`config.mk`:
```
export PLATFORM = sky130hd
export DESIGN_NAME = idct_da4
export DESIGN_NICKNAME = d
export VERILOG_FILES = /design/src/rtl/idct_da_pkg.sv /design/src/rtl/idct_da_lut.sv /design/src/rtl/idct_da4.sv
export SDC_FILE = /design/constraint.sdc
export NUM_CORES = 1
export LEC_CHECK = 0
export ABC_AREA = 1
export CAP_MARGIN = 30
export CORE_ASPECT_RATIO = 1.4
export CORE_MARGIN = 1.5
export CORE_UTILIZATION = 55
export CTS_CLUSTER_SIZE = 14
export DETAILED_ROUTE_END_ITERATION = 10
export HOLD_SLACK_MARGIN = 0.08
export PLACE_DENSITY = 0.9
export SYNTH_ARGS = -nofsm -noshare
export SYNTH_HDL_FRONTEND = slang
export SYNTH_SLANG_ARGS = --single-unit
```
`constraint.sdc`:
```
create_clock -name sys_clk -period 4.3 [get_ports sys_clk]
set_clock_uncertainty 0.2 [all_clocks]
set_input_delay 1.075 -clock sys_clk [delete_from_list [all_inputs] [get_ports sys_clk]]
set_output_delay 1.075 -clock sys_clk [all_outputs]
set_load 0.02 [all_outputs]
```
`src/rtl/idct_da_pkg.sv`:
```
// Shared constants, FSM state type and basis-weight lookup for the 4-point
// distributed-arithmetic inverse DCT.
package idct_da_pkg;

  localparam int W_IN   = 12;
  localparam int W_ACC  = 24;
  localparam int FRAC   = 10;
  localparam int W_LUT  = 13;

  localparam int C_HALF = 512;
  localparam int C_1    = 669;
  localparam int C_3    = 277;

  typedef enum logic [1:0] {
    ST_IDLE = 2'd0,
    ST_ACC  = 2'd1,
    ST_OUT  = 2'd2
  } state_t;

  // Q10 weight applied to coefficient k when reconstructing sample n.
  function automatic int basis(input int k, input int n);
    int w;
    w = 0;
    case (k)
      0: w = C_HALF;
      1: case (n)
           0:       w = C_1;
           1:       w = C_3;
           2:       w = -C_3;
           default: w = -C_1;
         endcase
      2: w = (n == 0 || n == 3) ? C_HALF : -C_HALF;
      default: case (n)
           0:       w = C_3;
           1:       w = -C_1;
           2:       w = C_1;
           default: w = -C_3;
         endcase
    endcase
    return w;
  endfunction

endpackage

```
`src/rtl/idct_da_lut.sv`:
```
// 16-entry partial-sum table for one output sample: entry = sum of the
// weights of every coefficient whose current bit is set.
module idct_da_lut
  import idct_da_pkg::*;
#(
  parameter int N = 0
) (
  input  logic [3:0]              i_addr,
  output logic signed [W_LUT-1:0] o_val
);

  logic signed [W_LUT-1:0] w_sum;

  // Address bit 3 carries Z0, bit 0 carries Z3.
  always_comb begin
    w_sum = '0;
    for (int k = 0; k < 4; k++) begin
      if (i_addr[3-k]) w_sum = w_sum + W_LUT'(basis(k, N));
    end
  end

  assign o_val = w_sum;

endmodule

```
`src/rtl/idct_da4.sv`:
```
// 4-point inverse DCT, bit-serial distributed arithmetic, MSB first; all four
// samples accumulate in parallel and are rounded/saturated on the OUT cycle.
module idct_da4 #(
  parameter int W_IN = 12,
  parameter int FRAC = 10
) (
  input  logic                   sys_clk,
  input  logic                   sys_rst_n,
  input  logic signed [W_IN-1:0] Z0,
  input  logic signed [W_IN-1:0] Z1,
  input  logic signed [W_IN-1:0] Z2,
  input  logic signed [W_IN-1:0] Z3,
  input  logic                   IDA_start,
  output logic                   IDA_ready,
  output logic signed [W_IN-1:0] x0,
  output logic signed [W_IN-1:0] x1,
  output logic signed [W_IN-1:0] x2,
  output logic signed [W_IN-1:0] x3,
  output logic                   IDA_done,
  output idct_da_pkg::state_t    dbg_state
);
  import idct_da_pkg::*;

  // Handshake: a start is taken on any rising edge where IDA_start and
  // IDA_ready are both high; IDA_done is a single-cycle strobe with x0..x3
  // valid in that cycle and held afterwards.

  localparam int CW = $clog2(W_IN);
  localparam logic [CW-1:0] MSB = CW'(W_IN - 1);
  localparam logic signed [W_ACC-1:0] RND   = W_ACC'(2 ** (FRAC - 1));
  localparam logic signed [W_ACC-1:0] S_MAX = W_ACC'(2 ** (W_IN - 1) - 1);
  localparam logic signed [W_ACC-1:0] S_MIN = W_ACC'(-(2 ** (W_IN - 1)));

  state_t                  r_state;
  logic [CW-1:0]           r_cnt;
  logic signed [W_IN-1:0]  r_z   [4];
  logic signed [W_ACC-1:0] r_acc [4];
  logic signed [W_IN-1:0]  r_x   [4];
  logic                    r_done;

  logic                    w_accept;
  logic [3:0]              w_addr;
  logic signed [W_LUT-1:0] w_lut [4];
  logic signed [W_ACC-1:0] w_ext [4];
  logic signed [W_IN-1:0]  w_rnd [4];

  // Round half up, then clamp to the sample range.
  function automatic logic signed [W_IN-1:0] round_sat(input logic signed [W_ACC-1:0] a);
    logic signed [W_ACC-1:0] s;
    s = (a + RND) >>> FRAC;
    if (s > S_MAX)      round_sat = S_MAX[W_IN-1:0];
    else if (s < S_MIN) round_sat = S_MIN[W_IN-1:0];
    else                round_sat = s[W_IN-1:0];
  endfunction

  assign IDA_ready = (r_state != ST_ACC);
  assign w_accept  = IDA_start && IDA_ready;
  assign w_addr    = {r_z[0][r_cnt], r_z[1][r_cnt], r_z[2][r_cnt], r_z[3][r_cnt]};

  for (genvar n = 0; n < 4; n++) begin : g_lane
    idct_da_lut #(.N(n)) u_lut (
      .i_addr (w_addr),
      .o_val  (w_lut[n])
    );
    assign w_ext[n] = {{(W_ACC - W_LUT){w_lut[n][W_LUT-1]}}, w_lut[n]};
    assign w_rnd[n] = round_sat(r_acc[n]);
  end

  always_ff @(posedge sys_clk or negedge sys_rst_n) begin
    if (!sys_rst_n) begin
      r_state <= ST_IDLE;
      r_cnt   <= '0;
      r_done  <= 1'b0;
      for (int n = 0; n < 4; n++) begin
        r_z[n]   <= '0;
        r_acc[n] <= '0;
        r_x[n]   <= '0;
      end
    end else begin
      r_done <= 1'b0;
      case (r_state)
        ST_ACC: begin
          // The MSB carries negative weight in two's complement.
          for (int n = 0; n < 4; n++) begin
            r_acc[n] <= (r_cnt == MSB) ? -w_ext[n] : (r_acc[n] <<< 1) + w_ext[n];
          end
          if (r_cnt == '0) r_state <= ST_OUT;
          else             r_cnt   <= r_cnt - 1'b1;
        end
        ST_OUT: begin
          for (int n = 0; n < 4; n++) r_x[n] <= w_rnd[n];
          r_done  <= 1'b1;
          r_state <= ST_IDLE;
        end
        default: r_state <= ST_IDLE;
      endcase
      // A start in OUT overrides the return to IDLE, giving 13-clock throughput.
      if (w_accept) begin
        r_z[0]  <= Z0;
        r_z[1]  <= Z1;
        r_z[2]  <= Z2;
        r_z[3]  <= Z3;
        r_cnt   <= MSB;
        r_state <= ST_ACC;
      end
    end
  end

  assign x0        = r_x[0];
  assign x1        = r_x[1];
  assign x2        = r_x[2];
  assign x3        = r_x[3];
  assign IDA_done  = r_done;
  assign dbg_state = r_state;

endmodule

```
# == Yosys cells after proc, flatten, opt, wreduce, memory -nomap -nowiden ==
# Index checks and enable logic that the tools add are counted.
# totals
reg_bits,199
latch_bits,0
ram_bits,0
romBits,0
out_inout_bits,52
wordCells,109
mem_count,0
# op_classes
addsub,25
n_mul,0
n_div,0
magnitude_cmp,9
n_eq_ne,6
n_shift,0
n_mux,50
bitwise,0
reduce_logical,4
# ops
operator,count
2-to-1 mux 13 bit,22
adder 13 bit,11
"adder 24 x 11 -> 24 bit, second input constant",4
adder 24 x 13 -> 24 bit,4
2-to-1 mux 12 bit,8
2-to-1 mux 24 bit,4
negator 13 -> 24 bit,4
"> comparator 14 x 12 -> 1 bit, second input constant",4
"less-than comparator 14 x 12 -> 1 bit, second input constant",4
binary-select mux 1 bit (select 4 bit),4
adder 11 x 13 -> 13 bit,1
2-to-1 mux 4 bit,3
2-to-1 mux 10 bit,1
2-to-1 mux 2 bit,3
"less-than comparator 4 x 5 -> 1 bit, second input constant",1
2-to-1 mux 1 bit,5
"equality test 4 bit, second input constant",1
logical NOT 4 bit,1
"subtractor 4 x 1 -> 4 bit, second input constant",1
"inequality test 3 bit, second input constant",1
"equality test 2 x 1 -> 1 bit, second input constant",1
"equality test 2 bit, second input constant",1
"inequality test 2 x 1 -> 1 bit, second input constant",1
"inequality test 2 bit, second input constant",1
other kinds (3),3

# == Depth between registers and ports, before layout ==
# depth
ltp_word,11
depth_mapped,32

# == By module ==
# A second synthesis with hierarchy kept.
# unflattened
cells_unflattened,2862
hier_area_um2,17852.1
# modules_own_cells
mod,n_inst,cells_per_inst,area_each_um2,seq_area_each_um2
idct_da4,1,2736,17052.6,4979.8
idct_da_lut at g_lane[2].u_lut,1,35,222.7,0.0
idct_da_lut at g_lane[3].u_lut,1,33,206.4,0.0
idct_da_lut at g_lane[1].u_lut,1,31,200.2,0.0
idct_da_lut at g_lane[0].u_lut,1,27,170.2,0.0

# == Worst setup path after synthesis ==
# OpenSTA, ideal clock, no wires.
# synth_timing
kind,reg2reg
startpoint,register r_cnt[1]
endpoint,register r_acc[43] (netlist name)
arrival_time_ns,3.832
required_ns,4.023
setup_slack_ns,0.191
path_stages_with_launch,26
synth_period_minus_slack_ns,4.109
path_cell_list,dfrtp_1 -> buf_4 -> buf_2 -> nor2_1 -> o21ai_0 -> o21ai_0 -> nand2_1 -> nand2_2 -> inv_1 -> fa_1 -> inv_1 -> ha_1 -> nand2_1 -> nand2_2 -> ha_1 -> a21oi_1 -> o21ai_0 -> a21oi_1 -> o21ai_0 -> nand2_1 -> nand2_1 -> nand2_1 -> nand3_1 -> nand2_1 -> inv_1 -> a21oi_1
# synth_between
elab_chain_len,11
elab_cells_between_ends,19
# synth_rtl
item,line_no,text
from (decl),idct_da4.sv:35,logic [CW-1:0] r_cnt;
from (signal assigned),idct_da4.sv:88,else r_cnt <= r_cnt - 1'b1;
binary-select mux 1 bit (select 4 bit),idct_da4.sv:58,"assign w_addr = {r_z[0][r_cnt], r_z[1][r_cnt], r_z[2][r_cnt], r_z[3][r_cnt]};"
2-to-1 mux 1 bit (not written as such),idct_da4.sv:58,
2-to-1 mux 10 bit,idct_da_lut.sv:18,"if (i_addr[3-k]) w_sum = w_sum + W_LUT'(basis(k, N));"
adder 13 bit,idct_da_lut.sv:18,
2-to-1 mux 13 bit,idct_da_lut.sv:18,
adder 13 bit,idct_da_lut.sv:18,
2-to-1 mux 13 bit,idct_da_lut.sv:18,
adder 13 bit,idct_da_lut.sv:18,
2-to-1 mux 13 bit,idct_da_lut.sv:18,
adder 24 x 13 -> 24 bit / negator 13 -> 24 bit (equally long branches),idct_da4.sv:85,r_acc[n] <= (r_cnt == MSB) ? -w_ext[n] : (r_acc[n] <<< 1) + w_ext[n];
2-to-1 mux 24 bit (*),idct_da4.sv:85,
"to (signal, indexed assignment)",idct_da4.sv:85,
to (decl),idct_da4.sv:37,logic signed [W_ACC-1:0] r_acc [4];
# Mark *: on every way between the ends. The rest lies on a longest branch, timed or not. The select of a mux whose other input is x is not followed.
# A chain may end at the register's enable or synchronous reset.

# == Final worst setup path ==
# layout_timing
startpoint,register r_cnt[0]
endpoint,register r_acc[35] (netlist name)
# Same word-level chain as after synthesis.

==> results.toml <==
[worst_setup_path]
setup.worst_path.end = "r_acc[35]"
worst-r2r-cell-count = 21
worstPathRequired_ps = 4420
worstSetupEndpointType = "flop"
cp_cell_sequence = "buf_12, or2_2, nand3_1, nand3_1, nand3_2, nand2_4, buf_4, ha_1, buf_4, ha_1, a21oi_1, nand2_1, a21oi_1, inv_1, a21o_1, nand2_1, nand2_1, o21ai_0, inv_1, nand2_1, o21ai_0"
setup.worst_path.start = "r_cnt[0]"
worstSetupPathType = "reg -> reg"
rr_endpoint = "r_acc[35]"
crit_path_max_incr_delay_ps = 500
crit_top_cell = "nand2_1"
regToRegSetupSlack_ps = -30
r2r_start = "r_cnt[0]"
slowest_stage = "dfrtp_2"
start_kind = "flop"
arrival_ps = 4450
critPathMaxFanout = 14

[logic_synthesis]
netlist_instances = 2108
ys_ff_latch = 196
post-synth-top-area-cell = "dfrtp_1"
synthArstFlopShare_pct = 100
syn_area_um2 = 14800
ys_types = 58
synth-seq-area-share_pct = 33.2
synth_ff_type = "dfrtp_1"
syn_nets = 2262
synth.top_cell.area_share_pct = 33.2
ys_top_cells_by_area = "dfrtp_1 33%, nand2_1 13%, ha_1 8.2%, a21oi_1 5.8%, nand3_1 5.5%"
syn_area_per_cell_um2 = 7.01
synth_common_cells = "530 x nand2_1, 209 x inv_1, 209 x nor2_1"
ys.warnings.count = 0
synth.most_common_cell = "nand2_1"
synth-edff-count = 0

[die]
fp.coreArea_um2 = 26300
num_rows = 70
fp.dieW_um = 142
pin_count = 103
initial_core_util_pct = 56.2
dieArea_um2 = 27900
die_h_um = 197

[layout]
drive_gt1_share_pct = 13.6
nets = 2390
multi_input_area_um2 = 9450
regArea_um2 = 4910
syn_to_final_growth_pct = 20.7
diodes = 0
n_fill_cell = 2114
stdcell_area_um2 = 17800
fin_util_pct = 67.9

[sta]
setup_viol = 1
hold_slack_ps = 286
min_period_ps = 4330
slew_headroom_pct = 44.4
fin_ws_ps = -34.1
report.final.slew_viol_count = 0
clock.fmax_ghz = 0.231
period_share_pct = 101
tightest_slew_ps = 834
rsz0062_at_grt = "yes"
hold_viol = 0

[run_status]
status = "finished, violations left"
violations = "setup timing"

[detailed_routing]
drc_errors = 0
via_per_inst = 5.91
wire_per_inst_um = 17.1
antenna_left = 0
vias = 15200
drt-total-wl_um = 44000
drt_iter0_drc = 1248
dr.pass1.iters = 6

[placement]
hpwlAfterDp_um = 31300
port_buffers = 102
gp_congestion = 1.00
place_area_um2 = 16300

[hold_path]
holdCritPathClass = "reg -> reg"
hold_start = "r_z[0]"

[clock_tree]
clock_latency_ps = 460
htreeDepth = 4
cts_buffers = 17
cts_tree = "yes"
cts.sinks = 196
clockRootBuffer = "clkbuf_16"
clk_pin_slew_ps = 70
ctsHoldBuffers = 0
cts_buffer_depth = 2

[global_routing]
grt_start_max_net_pins = 98
grt_pass1_vias = 14900
grt.total_usage_pct = 30.8
gr-total-overflow = 0
grt_pass1_wl_um = 69600
antenna_found_initial = 0

[job]
drv_cap = 0
-- state kept, by name, summed over array words and instances, names as in the netlist --
| register | count |
|---|---|
| IDA_done | 1 |
| r_z | 48 |
| r_cnt | 4 |
| x1 | 12 |
| r_acc | 93 |
| x0 | 12 |
| dbg_state | 2 |
| x2 | 12 |
| x3 | 12 |
-- how the worst min path moves through the flow --
stage,depth (start not counted),end
6_report,2,r_z[0]
3_3_place_gp,2,r_z[0]
3_5_place_dp,2,r_z[8]
2_1_floorplan,2,r_z[0]
5_1_grt,2,r_z[0]
4_1_cts,2,r_z[0]
-- per-stage QoR --
step                      setup slack [ps]  instances  TNS [ps]
after floorplan                        191       2108         0
after CTS                            -12.4       2548     -12.4
final                                -34.1       2573     -34.1
after global routing                  -178       2573      -732
after global placement               -77.9       2514     -77.9
after detailed placement              -176       2514      -326
-- area by class of cell --
type / count / area share, %
clock buffers: 18 / 2.46
clock inverters: 14 / 0.758
inverters: 222 / 4.88
multi-input cells: 1629 / 53.0
flip-flops and latches: 196 / 27.5
well taps: 324 / 2.27
repair buffers: 168 / 9.07
repair inverters: 2 / 0.0842
-- metal layers --
metal	GRT usage (%)	vias up	share of wire, %
met1	35.2	7048	38
met5	0	-	0
met2	53.8	691	50
met3	4.91	195	6.2
li1	-	7265	-
met4	18.7	0	5.7
-- placed cells by master, fill, tap and decap left out, drive strengths merged, types with 2 or more instances in the layout --
| cell | netlist | layout |
|---|---|---|
| a21oi | 181 | 181 |
| a31oi | 20 | 20 |
| nand3b | 9 | 9 |
| dfrtp | 196 | 196 |
| clkdlybuf4s50 | 0 | 101 |
| xnor2 | 6 | 6 |
| o21ai | 172 | 172 |
| nand2 | 549 | 549 |
| nand3 | 169 | 169 |
| clkinvlp | 0 | 2 |
| a21boi | 2 | 2 |
| xor2 | 41 | 41 |
| nor2 | 220 | 220 |
| o221ai | 2 | 2 |
| clkinv | 2 | 9 |
| fa | 6 | 6 |
| a21o | 9 | 9 |
| buf | 28 | 64 |
| o211ai | 15 | 15 |
| or2 | 21 | 21 |
| nand4 | 29 | 29 |
| o31ai | 2 | 2 |
| o21bai | 12 | 12 |
| clkbuf | 33 | 21 |
| nor4 | 11 | 11 |
| nor3 | 30 | 30 |
| a22oi | 12 | 12 |
| o22ai | 3 | 3 |
| inv | 220 | 227 |
| ha | 97 | 97 |
| a41oi | 2 | 2 |
-- logic make-up (layout without fill, tap and decap cells) --
group / after synthesis / after routing / share of synthesized area [%]
simple gates: 1041 / 1041 / 30.7
compound gates: 438 / 438 / 16.5
buf+inv: 283 / 424 / 7.69
flops: 196 / 196 / 33.2
fa+ha+maj: 103 / 103 / 9.03
xor+xnor: 47 / 47 / 2.84
-- repair_timing --
item / CTS / global route
gates cloned: 0 / 4
endpoints found under the setup margin: 8 / 41
pin swaps: 1 / 40
resized for setup: 4 / 163
setup buffers: 2 / 19
-- worst max-delay path, delay by kind of cell, from the launching register on --
| family | cells | cell delay (ps) |
|---|---|---|
| buf+inv | 5 | 740 |
| fa+ha+maj | 2 | 570 |
| compound gates | 5 | 1210 |
| simple gates | 9 | 970 |
| flops | 1 | 500 |
Power is left out: the tool's default activity adds up to more than one toggle a clock period on the data nets, which glitch-free logic cannot reach.
